**config.mk**
```make
export PLATFORM = sky130hd
export DESIGN_NAME = muldiv_unit
export DESIGN_NICKNAME = d
export VERILOG_FILES = /design/src/rtl/muldiv_unit.sv
export SDC_FILE = /design/constraint.sdc
export NUM_CORES = 1
export LEC_CHECK = 0
export CAP_MARGIN = 20
export CORE_ASPECT_RATIO = 1.1
export CORE_MARGIN = 3
export CORE_UTILIZATION = 44
export CTS_BUF_LIST = sky130_fd_sc_hd__clkbuf_16
export DETAILED_ROUTE_END_ITERATION = 8
export PLACE_DENSITY = 0.61
export SYNTH_ARGS = -nofsm -noshare
export SYNTH_HDL_FRONTEND = slang
export SYNTH_SLANG_ARGS = --single-unit
```
**constraint.sdc**
```tcl
create_clock -name i_clk -period 9.4 [get_ports i_clk]
set_clock_uncertainty 0.05 [all_clocks]
set_input_delay 1.41 -clock i_clk [delete_from_list [all_inputs] [get_ports i_clk]]
set_output_delay 1.41 -clock i_clk [all_outputs]
set_load 0.1 [all_outputs]
```
**src/rtl/muldiv_unit.sv**
```systemverilog
// Iterative RV32M/RV64M multiply/divide unit: shift-add multiply, restoring divide.
// Define MULDIV_FAST_MUL_EN for a single-cycle combinational multiply.
module muldiv_unit #(
    parameter int XLEN = 32
) (
    input  logic            i_clk,
    input  logic            i_reset,
    input  logic            i_valid,
    input  logic [2:0]      i_op,
    input  logic [XLEN-1:0] i_rs1,
    input  logic [XLEN-1:0] i_rs2,
    input  logic            i_flush,
    output logic            o_stall,
    output logic            o_valid,
    output logic [XLEN-1:0] o_result
);
    typedef enum logic [1:0] {S_IDLE, S_MUL, S_DIV, S_DONE} state_t;

    localparam int CW = $clog2(XLEN) + 1;
    localparam logic [CW-1:0] LAST = CW'(XLEN - 1);
    localparam logic [XLEN-1:0] MIN_NEG = {1'b1, {(XLEN-1){1'b0}}};

    state_t             r_state;
    logic [CW-1:0]      r_cnt;
    logic [2*XLEN-1:0]  r_acc;
    logic [XLEN-1:0]    r_b;
    logic [1:0]         r_op;
    logic               r_neg_q;
    logic               r_neg_r;
    logic               r_valid;
    logic [XLEN-1:0]    r_result;

    logic              w_a_sgn, w_b_sgn, w_a_neg, w_b_neg;
    logic [XLEN-1:0]   w_abs_a, w_abs_b;
    logic              w_is_div, w_div0, w_ovf, w_special, w_accept;
    logic [XLEN-1:0]   w_special_res;
    logic [XLEN:0]     w_mul_sum, w_shift, w_diff;
    logic [2*XLEN-1:0] w_mul_next, w_div_next, w_prod_fix;
    logic [XLEN-1:0]   w_mul_res, w_div_res, w_q, w_r;

    // Signedness of A: MUL, MULH, MULHSU, DIV, REM; of B: MUL, MULH, DIV, REM
    assign w_a_sgn = !i_op[0] || (i_op == 3'd1);
    assign w_b_sgn = (!i_op[2] && !i_op[1]) || (i_op[2] && !i_op[0]);
    assign w_a_neg = w_a_sgn && i_rs1[XLEN-1];
    assign w_b_neg = w_b_sgn && i_rs2[XLEN-1];
    assign w_abs_a = w_a_neg ? -i_rs1 : i_rs1;
    assign w_abs_b = w_b_neg ? -i_rs2 : i_rs2;

    assign w_is_div  = i_op[2];
    assign w_div0    = (i_rs2 == '0);
    assign w_ovf     = !i_op[0] && (i_rs1 == MIN_NEG) && (i_rs2 == '1);
    assign w_special = w_is_div && (w_div0 || w_ovf);
    assign w_accept  = (r_state == S_IDLE) && i_valid && !i_flush;

    always_comb begin
        w_special_res = '0;
        if (w_div0)
            w_special_res = i_op[1] ? i_rs1 : '1;
        else
            w_special_res = i_op[1] ? '0 : i_rs1;
    end

    // Multiply: high half accumulates |A| while the low half shifts out |B|
    assign w_mul_sum  = {1'b0, r_acc[2*XLEN-1:XLEN]}
                      + (r_acc[0] ? {1'b0, r_b} : '0);
    assign w_mul_next = {w_mul_sum, r_acc[XLEN-1:1]};
    assign w_prod_fix = r_neg_q ? -w_mul_next : w_mul_next;
    assign w_mul_res  = (r_op == 2'd0) ? w_prod_fix[XLEN-1:0]
                                       : w_prod_fix[2*XLEN-1:XLEN];

    // Divide: remainder in the high half, quotient shifts in at the bottom
    assign w_shift    = r_acc[2*XLEN-1:XLEN-1];
    assign w_diff     = w_shift - {1'b0, r_b};
    assign w_div_next = w_diff[XLEN]
                      ? {w_shift[XLEN-1:0], r_acc[XLEN-2:0], 1'b0}
                      : {w_diff[XLEN-1:0], r_acc[XLEN-2:0], 1'b1};
    assign w_q        = w_div_next[XLEN-1:0];
    assign w_r        = w_div_next[2*XLEN-1:XLEN];
    assign w_div_res  = r_op[1] ? (r_neg_r ? -w_r : w_r)
                                : (r_neg_q ? -w_q : w_q);

`ifdef MULDIV_FAST_MUL_EN
    logic [2*XLEN-1:0] w_fast, w_fast_fix;
    logic [XLEN-1:0]   w_fast_res;
    assign w_fast     = (2*XLEN)'(w_abs_a) * (2*XLEN)'(w_abs_b);
    assign w_fast_fix = (w_a_neg ^ w_b_neg) ? -w_fast : w_fast;
    assign w_fast_res = (i_op[1:0] == 2'd0) ? w_fast_fix[XLEN-1:0]
                                            : w_fast_fix[2*XLEN-1:XLEN];
`endif

    always_ff @(posedge i_clk or posedge i_reset) begin
        if (i_reset) begin
            r_state  <= S_IDLE;
            r_cnt    <= '0;
            r_acc    <= '0;
            r_b      <= '0;
            r_op     <= '0;
            r_neg_q  <= 1'b0;
            r_neg_r  <= 1'b0;
            r_valid  <= 1'b0;
            r_result <= '0;
        end else begin
            r_valid <= 1'b0;
            case (r_state)
                S_IDLE: begin
                    if (w_accept) begin
                        r_op    <= i_op[1:0];
                        r_neg_q <= w_a_neg ^ w_b_neg;
                        r_neg_r <= w_a_neg;
                        r_cnt   <= '0;
                        if (w_special) begin
                            r_result <= w_special_res;
                            r_valid  <= 1'b1;
                            r_state  <= S_DONE;
                        end else if (w_is_div) begin
                            r_acc   <= {{XLEN{1'b0}}, w_abs_a};
                            r_b     <= w_abs_b;
                            r_state <= S_DIV;
                        end else begin
`ifdef MULDIV_FAST_MUL_EN
                            r_result <= w_fast_res;
                            r_valid  <= 1'b1;
                            r_state  <= S_DONE;
`else
                            r_acc   <= {{XLEN{1'b0}}, w_abs_b};
                            r_b     <= w_abs_a;
                            r_state <= S_MUL;
`endif
                        end
                    end
                end
                S_MUL: begin
                    if (i_flush) begin
                        r_state <= S_IDLE;
                    end else begin
                        r_acc <= w_mul_next;
                        r_cnt <= r_cnt + CW'(1);
                        if (r_cnt == LAST) begin
                            r_result <= w_mul_res;
                            r_valid  <= 1'b1;
                            r_state  <= S_DONE;
                        end
                    end
                end
                S_DIV: begin
                    if (i_flush) begin
                        r_state <= S_IDLE;
                    end else begin
                        r_acc <= w_div_next;
                        r_cnt <= r_cnt + CW'(1);
                        if (r_cnt == LAST) begin
                            r_result <= w_div_res;
                            r_valid  <= 1'b1;
                            r_state  <= S_DONE;
                        end
                    end
                end
                default: r_state <= S_IDLE;
            endcase
        end
    end

    assign o_stall  = !i_reset && (w_accept || (r_state == S_MUL)
                                            || (r_state == S_DIV));
    assign o_valid  = r_valid;
    assign o_result = r_result;

endmodule
```
# Word level (Yosys, flattened, before mapping)
# Index checks and enable logic that the tools add are counted.
dict set report classes {
  n_addsub 8
  mul 0
  n_div 0
  order_cmp 0
  eq_ne 15
  n_shift 0
  muxes 40
  bitwise 2
  reduce_logical 32
}
# op count
set op_table {}
lappend op_table {{two-way mux 32 bit} 18}
lappend op_table {{two-way mux 64 bit} 6}
lappend op_table {{case mux 64 bit (3 select lines)} 1}
lappend op_table {{negation 32 bit} 4}
lappend op_table {{case mux 32 bit (3 select lines)} 1}
lappend op_table {{== test 32 bit, second input constant} 2}
lappend op_table {{negation 64 bit} 1}
lappend op_table {{adder 32 x 32 -> 33 bit} 1}
lappend op_table {{subtractor 33 x 32 -> 33 bit} 1}
lappend op_table {{logical NOT 32 bit} 1}
lappend op_table {{inequality test 2 bit, second input constant} 8}
lappend op_table {{two-way mux 6 bit} 2}
lappend op_table {{case mux 6 bit (2 select lines)} 1}
lappend op_table {{logical AND 1 bit} 10}
lappend op_table {{two-way mux 2 bit} 5}
lappend op_table {{AND reduction 7 bit} 1}
lappend op_table {{adder 6 x 1 -> 6 bit, second input constant} 1}
lappend op_table {{== test 6 x 5 -> 1 bit, second input constant} 1}
lappend op_table {{AND reduction 3 bit} 2}
lappend op_table {{logical NOT 1 bit} 5}
lappend op_table {{logical OR 1 bit} 5}
lappend op_table {{AND reduction 5 bit} 1}
lappend op_table {{logical NOT 2 bit} 2}
lappend op_table {{two-way mux 1 bit} 4}
lappend op_table {{other kinds (12)} 13}
dict set report word_totals {
  regBits 141
  latch_bits 0
  ram_bits 0
  romBits 0
  input_bits 71
  out_inout_bits 34
  word_cells 106
  mem_count 0
}

# Depth between registers and ports, before layout
dict set report depth {
  word_depth 9
  ltp_mapped 26
  ltp_nobuf 22
}

# Worst setup path before layout
# No wires, ideal clock.
dict set report synth_path {
  kind {register -> register}
  start {register r_acc[31]}
  end {register r_result[26], in the netlist o_result[26]}
  setup_time_ps 124
  arrival_time_ps 5244
  required_ps 9226
  slack_ps 3982
  path_stages_with_launch 25
  n_path_buf 4
  synth_period_minus_slack_ps 5418
  path_cell_list {dfrtp_1 clkbuf_1 inv_1 ha_1 fa_1 nor2b_1 o31ai_1 a2111oi_2 o311ai_1 mux2_2 nor2_2 buf_2 buf_2 buf_2 nand2_1 o21ai_0 ha_1 nand2_1 nand4b_1 a21oi_1 a41oi_1 o41ai_1 xor2_1 a21oi_1 a211o_1}
}
dict set report synth_between {
  elab_chain_cells 8
  elab_cells_between_ends 15
  cone_classes {add/sub (4); mux (11)}
}
# item line_no
set synth_lines {}
lappend synth_lines {{start, declared} 25} ;# logic [2*XLEN-1:0] r_acc;
lappend synth_lines {{start signal, assigned} 116} ;# r_acc <= {{XLEN{1'b0}}, w_abs_a};
lappend synth_lines {{start signal, assigned} 125} ;# r_acc <= {{XLEN{1'b0}}, w_abs_b};
lappend synth_lines {{start signal, assigned} 136} ;# r_acc <= w_mul_next;
lappend synth_lines {{subtractor 33 x 32 -> 33 bit} 73} ;# assign w_diff = w_shift - {1'b0, r_b};
lappend synth_lines {{two-way mux 64 bit} 75} ;# ? {w_shift[XLEN-1:0], r_acc[XLEN-2:0], 1'b0}
lappend synth_lines {{negation 32 bit, on equally long branches} {80, 79}}
lappend synth_lines {{two-way mux 32 bit, on equally long branches} {80, 79}}
lappend synth_lines {{two-way mux 32 bit} 79} ;# assign w_div_res = r_op[1] ? (r_neg_r ? -w_r : w_r)
lappend synth_lines {{two-way mux 32 bit} 151} ;# if (r_cnt == LAST) begin
lappend synth_lines {{two-way mux 32 bit} 146} ;# if (i_flush) begin
lappend synth_lines {{case mux 32 bit (3 select lines) (*)} 104} ;# case (r_state)
lappend synth_lines {{end signal, assigned} 112} ;# r_result <= w_special_res;
lappend synth_lines {{end signal, assigned} 139} ;# r_result <= w_mul_res;
lappend synth_lines {{end signal, assigned} 152} ;# r_result <= w_div_res;
lappend synth_lines {{end, declared} 31} ;# logic [XLEN-1:0] r_result;
# Every way passes the cells marked *; elsewhere a longest branch is shown, timed or not. The select of a mux whose other input is x is not followed.
# A chain may end at the register's enable or synchronous reset.

# Worst setup path in the final report
# Same ends and word-level chain as after synthesis.

==> impl_metrics.csv <==
group,metric,value,unit
status,outcome,"completed",
global_routing,grt_pass1_wl,104,mm
timing,fin_ws,2490,ps
placed_design,pre_cts_ws,2830,ps
power_and_ir_drop,peakVddDrop,176,uV
timing,clock.fmax,0.145,GHz
finish,layout-drive-gt1-share,5.84,%
logic_synthesis,synthesis.nets,2541,
floorplan,initial_core_util,45.0,%
timing,hold_violations,0,
setup_path,cp.arrival,7210,ps
clocking,clock_path_buffers,2,
clocking,post_cts_buffers,0,
logic_synthesis,syn_inst,2392,
floorplan,die_w,195,um
logic_synthesis,synthTopCellsByArea,"dfrtp_1 20%, nand2_1 6.9%, o21ai_0 6.4%",
clocking,clkSinkCount,141,
finish,syn_to_final_growth,10.3,%
floorplan,core-area,38600,um^2
clocking,worstSkewPairLatency,460,ps
floorplan,num_rows,75,
timing,finalCritPeriodShare,73.5,%
logic_synthesis,yosys.cell_types.count,96,
logic_synthesis,synthArstFlopShare,100,%
timing,finalSetupTns,0,ps
drt,wl,67.3,mm
setup_path,setup.worst_path.end_class,"flip-flop",
timing,report.final.setup_viol,0,
drt,dr_total_vias,18500,
clocking,cts_tree,"yes",
finish,nNetsFinal,2516,
flow_run,drv_cap,0,
setup_path,cp-start-kind,"flip-flop",
logic_synthesis,yosys_warnings,0,
logic_synthesis,ys_seq_area_share,20.3,%
logic_synthesis,synth_area_per_cell,7.26,um^2
finish,utilization,49.7,%
global_routing,grt_max_degree,77,
drt,drc,0,
global_routing,antenna_found_initial,0,
global_routing,grtUsageTotal,31.2,%
logic_synthesis,yosys.area.top_type,"dfrtp_1",
setup_path,crit_required,9700,ps
clocking,clkTransAtPathRegs,70,ps
drt,first_iter_violations,1841,
timing,rsz0062_at_grt,"no",
logic_synthesis,syn_area,17400,um^2
global_routing,overflow,0,
drt,wl_per_cell,23.4,um
placed_design,dp_hpwl,52.1,mm
floorplan,die_h,214,um
logic_synthesis,ys_seq_elements,141,
placed_design,port_buffers,104,
placed_design,gp_congestion,1.01,
drt,ant_nets,0,
power_and_ir_drop,power.density,357,nW/um^2
floorplan,io_pins,105,
logic_synthesis,synthFlopType,"dfrtp_1",
clocking,cts-root-buf,"clkbuf_16",
timing,drv_slew,0,
timing,slew_headroom,26.4,%
finish,fill_cells,3801,
floorplan,dieArea,41900,um^2
clocking,ctsResizeCount,0,
timing,min_period,6910,ps
hold_path,min_path_type,"flip-flop to flip-flop",
drt,via_per_inst,6.42,
power_and_ir_drop,cellLeakagePower,7.68,nW
clocking,cts_hold_buffers,0,
drt,dr.pass1.iters,8,
finish,antenna_cells,0,
setup_path,path_class,"flip-flop to flip-flop",
logic_synthesis,synth_enable_flop_cells,0,
setup_path,path_max_fanout,11,
logic_synthesis,synthDominantCellAreaShare,20.3,%
clocking,cts_buffers,17,
clocking,htreeDepth,4,
timing,worst_pin_slew,1090,ps
global_routing,grt_pass1_vias,17600,
==> cells in the final DEF (no fill, tap or decap), types with 7 or more instances in the layout <==
cell type,count
nand2_1,321
o21ai_0,222
nor2_1,205
a21oi_1,173
dfrtp_1,140
xnor2_1,120
clkdlybuf4s50_1,103
xor2_1,101
ha_1,73
o31ai_1,72
inv_1,70
nor3_1,56
nand3_1,38
a22oi_1,38
mux2i_1,34
a221o_1,30
o21ai_1,29
buf_4,29
or3_1,28
a211oi_1,28
nand4_1,27
maj3_1,25
o211ai_1,24
a31oi_1,24
nor4_1,23
a21o_1,22
o41ai_1,20
mux2_2,17
clkbuf_16,17
and3_1,15
nand2b_1,14
a221oi_1,14
nor2b_1,13
or2_2,13
o21a_1,13
and2_1,13
or4_1,11
o221ai_1,7
inv_8,7
==> report_power, final <==
part | leakage (nW) | internal, mW | total (mW) | switching [mW]
clock network | 0.292 | 0.359 | 0.703 | 0.344
logic | 5.59 | 1.57 | 4.92 | 3.34
registers | 1.79 | 0.850 | 1.23 | 0.380
total | 7.68 | 2.78 | 6.85 | 4.07
==> cell type report <==
type                    count  area [um^2]  share of cell area (%)
repair buffers            133         1250                    6.54
clock inverters            15          164                   0.855
multi-input cells        1999        12900                    67.2
clock buffers              17          425                    2.22
well taps                 500          626                    3.26
flip-flops and latches    141         3530                    18.4
inverters                  75          287                    1.50
==> critical path, stage by stage (launching register included) <==
cell and delay (ps):
dfrtp_1 600, inv_1 210, ha_1 290, fa_1 460
nor2b_1 250, o31ai_1 170, a2111oi_2 840, o311ai_1 290
mux2_2 490, nor2_4 290, a21oi_1 150, inv_1 110
ha_1 280, nand2_1 90, nand4b_1 180, a21oi_1 290
a41oi_1 430, o41ai_1 640, xor2_1 290, a21oi_1 100
a211o_1 280
==> metal layers <==
metal | track usage [%] | vias to the layer above | share of wire (%)
met5 | 0 | - | 0
met2 | 49.5 | 838 | 45
met1 | 42.3 | 8811 | 43
met3 | 5.58 | 142 | 8.4
met4 | 12.0 | 0 | 4.1
li1 | - | 8696 | -
==> cells by family (layout without fill, tap and decap cells) <==
logic type | Yosys count | in the layout | share of synthesized area [%]
and+or+nand+nor | 827 | 827 | 22.7
AOI/OAI and AO/OA | 797 | 797 | 29.9
buffers and inverters | 252 | 240 | 5.76
xor gates and xnor gates | 221 | 221 | 11.1
DFF | 141 | 141 | 20.3
adders and majority gates | 103 | 103 | 7.15
muxes | 51 | 51 | 3.06
==> synthesized netlist by cell type, types with 29 or more instances <==
library cell / instances
o21ai_1: 29
nand3_1: 38
a221o_1: 30
nor2_1: 206
a22oi_1: 38
ha_1: 76
inv_1: 71
dfrtp_1: 141
nor3_1: 56
o31ai_1: 72
a21oi_1: 173
clkbuf_1: 134
nand2_1: 321
o21ai_0: 222
mux2i_1: 34
xnor2_1: 120
xor2_1: 101
==> registers in the layout, summed over array words and instances, names as in the netlist <==
register / count
r_acc: 64
o_result: 32
r_b: 32
r_cnt: 6
r_op: 2
r_state: 2
o_valid: 1
r_neg_q: 1
r_neg_r: 1
==> stage by stage <==
step                hold slack (ps)  std cells  cell area [um^2]  total power, mW
CTS                             435       2880             19200             6.73
global placement                417       2848             18600             5.96
detailed placement              420       2848             18600             6.00
global route                    479       2880             19200             7.29
floorplan                       400       2392             17400             4.65
finish                          431       2880             19200             6.85
==> path summary, 6_finish.rpt <==
check                                         from                  endpoint  slack (ps)  depth (start not counted)
max                          r_acc[31]$_DFFE_PP0P_  o_result[26]$_DFFE_PP0P_        2490                         20
min                        o_result[0]$_DFFE_PP0P_   o_result[0]$_DFFE_PP0P_         430                          2
max reg2reg                  r_acc[31]$_DFFE_PP0P_  o_result[26]$_DFFE_PP0P_        2490                         20
min reg2reg                o_result[0]$_DFFE_PP0P_   o_result[0]$_DFFE_PP0P_         430                          2
max in group asynchronous                  i_reset   o_result[5]$_DFFE_PP0P_        6440                          3
min in group asynchronous                  i_reset  o_result[26]$_DFFE_PP0P_        1440                          2
Power figures use the tool's default switching activity.
